`config.mk`:
```
export PLATFORM = sky130hd
export DESIGN_NAME = issue_scoreboard
export DESIGN_NICKNAME = d
export VERILOG_FILES = /design/src/rtl/issue_scoreboard_pkg.sv /design/src/rtl/issue_scoreboard_hazard.sv /design/src/rtl/issue_scoreboard.sv
export SDC_FILE = /design/constraint.sdc
export NUM_CORES = 1
export LEC_CHECK = 0
export CAP_MARGIN = 15
export CORE_MARGIN = 3
export CORE_UTILIZATION = 48
export DETAILED_ROUTE_END_ITERATION = 16
export PLACE_DENSITY = 0.82
export SYNTH_ARGS = -nofsm -noshare
export SYNTH_HDL_FRONTEND = slang
export SYNTH_HIERARCHICAL = 1
export SYNTH_SLANG_ARGS = --single-unit
```
`constraint.sdc`:
```
create_clock -name clk -period 3.4 [get_ports clk]
set_input_delay 0.85 -clock clk [delete_from_list [all_inputs] [get_ports clk]]
set_output_delay 0.85 -clock clk [all_outputs]
set_load 0.02 [all_outputs]
```
`src/rtl/issue_scoreboard_pkg.sv`:
```
// Shared types and defaults for the issue-stage scoreboard.
// Sizes here match the 32-GPR MIPS register file.
package issue_scoreboard_pkg;

    localparam int NREG_DEF    = 32;
    localparam int MAX_OUT_DEF = 4;
    localparam int CNT_W_DEF   = 32;
    localparam int REG_W       = $clog2(NREG_DEF);
    localparam int OUT_W       = 3;

    typedef struct packed {
        logic raw;
        logic waw;
        logic full;
    } hazard_t;

endpackage

```
`src/rtl/issue_scoreboard_hazard.sv`:
```
// Combinational RAW/WAW/capacity check for the instruction in decode.
// A same-cycle writeback is treated as already resolved.
module sb_hazard_check
    import issue_scoreboard_pkg::*;
#(
    parameter int NREG    = NREG_DEF,
    parameter int MAX_OUT = MAX_OUT_DEF
) (
    input  logic [NREG-1:0]  pending,
    input  logic [OUT_W-1:0] outstanding,
    input  logic [REG_W-1:0] id_rs,
    input  logic [REG_W-1:0] id_rt,
    input  logic             id_use_rs,
    input  logic             id_use_rt,
    input  logic             id_wr_en,
    input  logic [REG_W-1:0] id_wr_reg,
    input  logic             id_long,
    input  logic             wb_valid,
    input  logic [REG_W-1:0] wb_reg,
    output hazard_t          haz
);

    localparam logic [OUT_W-1:0] MAX_V = OUT_W'(MAX_OUT);

    logic [NREG-1:0] wb_mask;
    logic [NREG-1:0] eff;

    always_comb begin
        wb_mask = '0;
        if (wb_valid) begin
            wb_mask[wb_reg] = 1'b1;
        end
        eff    = pending & ~wb_mask;
        // r0 is hardwired, so it can never hold a hazard
        eff[0] = 1'b0;

        haz.raw  = (id_use_rs & eff[id_rs]) | (id_use_rt & eff[id_rt]);
        haz.waw  = id_wr_en & eff[id_wr_reg];
        haz.full = id_long & id_wr_en & (outstanding == MAX_V) & ~wb_valid;
    end

endmodule

```
`src/rtl/issue_scoreboard.sv`:
```
// Issue scoreboard: tracks GPRs awaiting long-latency results and
// holds decode until RAW/WAW hazards and in-flight capacity clear.
module issue_scoreboard
    import issue_scoreboard_pkg::*;
#(
    parameter int NREG    = NREG_DEF,
    parameter int MAX_OUT = MAX_OUT_DEF,
    parameter int CNT_W   = CNT_W_DEF
) (
    input  logic             clk,
    input  logic             reset,
    input  logic             id_valid,
    output logic             id_ready,
    input  logic [REG_W-1:0] id_rs,
    input  logic [REG_W-1:0] id_rt,
    input  logic             id_use_rs,
    input  logic             id_use_rt,
    input  logic             id_wr_en,
    input  logic [REG_W-1:0] id_wr_reg,
    input  logic             id_long,
    input  logic             wb_valid,
    input  logic [REG_W-1:0] wb_reg,
    output logic [NREG-1:0]  pending,
    output logic [OUT_W-1:0] outstanding,
    output logic [CNT_W-1:0] stall_cnt,
    output logic             sb_err
);

    localparam logic [OUT_W-1:0] MAX_V = OUT_W'(MAX_OUT);

    hazard_t          haz;
    logic [NREG-1:0]  pending_q, pending_d;
    logic [OUT_W-1:0] outstanding_q, outstanding_d;
    logic [CNT_W-1:0] stall_cnt_q, stall_cnt_d;
    logic             sb_err_q, sb_err_d;
    logic             issue, long_issue, wb_err, wb_ok, inc, dec;

    sb_hazard_check #(
        .NREG   (NREG),
        .MAX_OUT(MAX_OUT)
    ) u_hazard (
        .pending    (pending_q),
        .outstanding(outstanding_q),
        .id_rs      (id_rs),
        .id_rt      (id_rt),
        .id_use_rs  (id_use_rs),
        .id_use_rt  (id_use_rt),
        .id_wr_en   (id_wr_en),
        .id_wr_reg  (id_wr_reg),
        .id_long    (id_long),
        .wb_valid   (wb_valid),
        .wb_reg     (wb_reg),
        .haz        (haz)
    );

    assign id_ready = ~(haz.raw | haz.waw | haz.full);

    always_comb begin
        issue      = id_valid & id_ready;
        long_issue = issue & id_wr_en & id_long;
        wb_err     = wb_valid & ((((wb_reg != '0) & ~pending_q[wb_reg]))
                                 | (outstanding_q == '0));
        wb_ok      = wb_valid & ~wb_err;
        dec        = wb_ok;
        inc        = long_issue & (wb_ok | (outstanding_q != MAX_V));

        // clear before set so a new producer wins over the retiring one
        pending_d = pending_q;
        if (wb_ok) begin
            pending_d[wb_reg] = 1'b0;
        end
        if (long_issue) begin
            pending_d[id_wr_reg] = 1'b1;
        end
        pending_d[0] = 1'b0;

        outstanding_d = outstanding_q;
        if (inc && !dec) begin
            outstanding_d = outstanding_q + 1'b1;
        end else if (dec && !inc) begin
            outstanding_d = outstanding_q - 1'b1;
        end

        stall_cnt_d = stall_cnt_q;
        if (id_valid && !id_ready && !(&stall_cnt_q)) begin
            stall_cnt_d = stall_cnt_q + 1'b1;
        end

        sb_err_d = sb_err_q | wb_err;
    end

    always_ff @(posedge clk or posedge reset) begin
        if (reset) begin
            pending_q     <= '0;
            outstanding_q <= '0;
            stall_cnt_q   <= '0;
            sb_err_q      <= 1'b0;
        end else begin
            pending_q     <= pending_d;
            outstanding_q <= outstanding_d;
            stall_cnt_q   <= stall_cnt_d;
            sb_err_q      <= sb_err_d;
        end
    end

    assign pending     = pending_q;
    assign outstanding = outstanding_q;
    assign stall_cnt   = stall_cnt_q;
    assign sb_err      = sb_err_q;

endmodule

```
=== Yosys cells after proc, flatten, opt, wreduce, memory -nomap -nowiden ===
Index checks and enable logic that the tools add are counted.

* Add/sub/neg operators: 3
* Order comparisons: 6
* Equal/unequal tests: 2
* Muxes and demuxes: 17
* Bitwise operators: 28
* Reductions and logical operators: 13

{| class="wikitable"
|+ Operator list
! cell !! count
|-
| two-way mux 32 bit || 3
|-
| AND 32 bit || 2
|-
| inverter 32 bit || 2
|-
| adder 32 x 1 -> 32 bit (second input constant) || 1
|-
| OR 32 bit || 1
|-
| AND reduction 32 bit || 1
|-
| less-than comparator 5 x 6 -> 1 bit (second input constant) || 4
|-
| binary-select mux 1 bit (select 5 bit) || 4
|-
| AND 1 bit || 13
|-
| demux 1 bit (select 5 bit) || 2
|-
| greater-or-equal comparator 5 x 1 -> 1 bit (second input constant) || 2
|-
| logical AND 1 bit || 6
|-
| two-way mux 1 bit || 6
|-
| two-way mux 3 bit || 2
|-
| OR 1 bit || 6
|-
| nonzero test 5 bit || 1
|-
| inverter 1 bit || 4
|-
| adder 3 x 1 -> 3 bit (second input constant) || 1
|-
| equality test 3 bit (second input constant) || 1
|-
| logical NOT 1 bit || 3
|-
| logical NOT 3 bit || 1
|-
| inequality test 3 bit (second input constant) || 1
|-
| subtractor 3 x 1 -> 3 bit (second input constant) || 1
|-
| nonzero test 2 bit || 1
|}

* Register bits after elaboration: 67
* Input bits: 28
* Output and inout bits: 69
* Logic and storage cells: 73

=== Logic depth before layout (Yosys ltp) ===
* Depth after elaboration: 22
* Mapped depth: 17

=== Cells and area by module ===
Netlist, hierarchy kept.

{| class="wikitable"
|+ By module, submodules not included
! module !! times used !! cells each !! area each (um^2) !! sequential area each (um^2)
|-
| issue_scoreboard || 1 || 355 || 3804.9 || 1676.6
|-
| sb_hazard_check || 1 || 161 || 1184.9 || 0.0
|}

=== Worst setup path before layout ===
OpenSTA, ideal clock, no wires.

* Kind: input to register
* From: in wb_reg[0]
* To: reg outstanding_q[2], in the netlist outstanding[2]
* Setup time: 80 ps
* Data arrival time: 4274 ps
* Required time: 3320 ps
* Slack: -954 ps
* Stages: 17
* Cell sequence: or3b_1 -> buf_2 -> o21ai_0 -> mux4_1 -> mux2i_1 -> and4_1 -> a41oi_1 -> nand3_1 -> nor3_1 -> nand4_1 -> a31oi_1 -> ha_1 -> inv_1 -> fa_1 -> xor2_1 -> nor2_1 -> xor2_1

{| class="wikitable"
|+ RTL lines
! what !! line !! source
|-
| from (decl) || issue_scoreboard.sv:22 || <nowiki>input logic [REG_W-1:0] wb_reg,</nowiki>
|-
| to (signal assigned) || issue_scoreboard.sv:100 || <nowiki>outstanding_q <= outstanding_d;</nowiki>
|-
| to (decl) || issue_scoreboard.sv:33 || <nowiki>logic [OUT_W-1:0] outstanding_q, outstanding_d;</nowiki>
|}

==> impl_metrics.ini <==
[outcome]
status = finished with violations
failed_checks = setup timing

[min_path]
min-delay-start = stall_cnt[22]
holdCritPathClass = reg -> reg
whs_endpoint = stall_cnt[22]
hold_depth = 1

[setup_path]
crit_path_max_fanout = 6
crit_type = in -> reg
start_kind = input pin
startpoint = wb_reg[0]
rrSetupSlack_ns = 0.20
rr_endpoint = outstanding[2]
worstReg2RegStart = pending[21]
rr_worst_depth = 16
crit_arrival_ns = 4.20
endpoint_kind = register
cp.required_ns = 3.68

[layout]
drive_gt1_share_pct = 35.8
nFillCells = 622
syn_to_final_growth_pct = 54.5
fin_util_pct = 77.4
finalNetCount = 774
fin_area_mm2 = 0.00771
diodes = 0

[detailed_routing]
wl_um = 19000
wirelength_met1_um = 7200
wl_met3_um = 1570
wl_met2_um = 9450
first_pass_iters = 5
dr.max_layer_used = met4
wl_per_cell_um = 21.5
drt_iter0_drc = 690
drc = 0
ant_nets = 0
vias_per_cell = 6.32
vias = 5568

[die]
die_area_mm2 = 0.0117
dieWidth_um = 108
die_y_um = 108
core_region_area_mm2 = 0.00995
initial_core_util_pct = 50.1
rows = 36
num_io_pins = 97

[job]
maxCapViolCount = 0

[timing]
skew_ns = 0.0111
grt_setup_unrepaired = true
max_freq_ghz = 0.255
setup_viol = 52
worstMarginPinSlew_ns = 0.837
finalHoldViolCount = 0
final.setup.tns_ns = -6.12
post-route-period-util_pct = 115
min_period_ns = 3.92
drv_slew = 0
fin_ws_ns = -0.522
fin_hold_ws_ns = 0.500
slew_headroom_pct = 44.0

[grt]
grt_pass1_vias = 5563
grt_overflow = 0
grt.total_usage_pct = 32.6
grt_pass1_wl_um = 29300
grt_max_degree = 26
antenna_found_initial = 0

[logic_synthesis]
yosysWarnings = 6
ys_seq_area_share_pct = 33.6
syn_inst = 516
synth_top_area_share_pct = 33.6
ys_async_sr_fraction_pct = 100
ys.flop_type = dfrtp_1
yosysTopAreaCell = dfrtp_1
post-synth-top-count-cell = dfrtp_1
yosys-top-cells-count = 67 x dfrtp_1, 31 x o21ai_0, 30 x mux2i_1, 30 x nand2_1, 28 x nor2_1
synth.cell_area_mm2 = 0.00499
syn_area_per_cell_um2 = 9.67
synth_area_leaders = dfrtp_1 34%, mux2i_1 6.0%, mux4_2 3.6%
synth-edff-count = 0
ys_seq_elements = 67
synth.distinct_cells = 74
syn_nets = 547

[pwr]
p_total_mw = 2.67
ir_drop_v = 0.000371
p_leak_nw = 3.37
power_density_mw_per_mm2 = 347

[clock_network]
insertion_delay_ns = 0.36
path_clk_slew_ns = 0.08
cts-htree-levels = 3
numCtsBuffers = 9
cts_hold_repair.buffers = 0
cts_tree = done
cts_sinks = 67
clockRootBuffer = clkbuf_8
ctsLongestPathBuffers = 2

[place]
io_buffers = 95
dpl.hpwl_um = 13800
placed_cell_area_mm2 = 0.00709
gp_congestion = 0.965
cells by family (layout without fill, tap and decap cells):
family / count (synthesis) / after routing / share of synthesized area (%)
and+or+nand+nor: 175 / 175 / 20.9
AOI/OAI and AO/OA: 145 / 145 / 23.4
DFF: 67 / 67 / 33.6
buffers and inverters: 48 / 280 / 4.04
muxes: 43 / 43 / 11.1
xor gates and xnor gates: 34 / 34 / 5.97
adders and majority gates: 3 / 3 / 0.903
other: 1 / 1 / 0.0752
layout make-up:
type / count / area [um^2] / area share, %
Tap cell: 133 / 166 / 2.16
Timing Repair Buffer: 237 / 2100 / 27.2
Clock buffer: 11 / 141 / 1.83
Sequential cell: 67 / 1680 / 21.7
Clock inverter: 5 / 100 / 1.30
Inverter: 27 / 101 / 1.31
Multi-Input combinational cell: 401 / 3420 / 44.4
sequential cells by signal (all words and copies together), names as in the netlist:
name,cells
sb_err,1
outstanding,3
stall_cnt,32
pending,31
repair_timing:
action                                  4_1_cts  5_1_grt
resized for setup                            94       24
pin swaps                                    25       22
gates cloned                                  0        0
buffers inserted                             23        8
endpoints found under the setup margin       67       67
metrics by stage:
| step | worst slack (ns) | cells |
|---|---|---|
| 6_report | -0.522 | 881 |
| 5_1_grt | -0.664 | 881 |
| 4_1_cts | -0.570 | 877 |
| 3_5_place_dp | -1.63 | 849 |
| 3_3_place_gp | -1.62 | 849 |
| 2_1_floorplan | -0.650 | 516 |
per-layer routing:
| layer | vias up | GRT usage (%) |
|---|---|---|
| li1 | 2442 | - |
| met1 | 2719 | 41.1 |
| met2 | 332 | 54.3 |
| met3 | 75 | 5.91 |
| met4 | 0 | 15.4 |
| met5 | - | 0 |
report_power, final:
group	leakage, nW	switching (mW)	total, mW	internal [mW]
sequential	0.750	0.108	0.972	0.865
combinational	2.50	0.445	0.870	0.425
clock	0.123	0.325	0.830	0.505
total	3.37	0.878	2.67	1.80
cells in the final DEF (no fill, tap or decap), types with 15 or more instances in the layout:
master           count
nor2_1              24
a22o_1              15
mux2i_1             29
buf_4              133
inv_1               24
xnor2_1             20
a21o_1              15
nand3_1             19
dfrtp_1             67
nand2_1             28
clkdlybuf4s50_1     87
o21ai_2             28
critical path, stage by stage:
cell,delay [ns]
buf_8,0.10
or3b_4,0.44
buf_4,0.17
o21ai_2,0.15
mux4_1,0.24
mux2i_1,0.08
and4_1,0.22
a41oi_2,0.19
nand3_1,0.15
nor3_4,0.22
nand4_1,0.16
a31oi_1,0.18
ha_2,0.21
inv_2,0.04
fa_2,0.33
xor2_1,0.15
nor2_1,0.14
xor2_1,0.18
worst max-delay path by stage:
stage                           endpoint  cells past startpoint
after floorplan           outstanding[2]                     17
after global placement          id_ready                     10
after detailed placement        id_ready                     10
after CTS                 outstanding[2]                     17
after global routing      outstanding[2]                     18
final                     outstanding[2]                     18
Power figures use the tool's default switching activity.
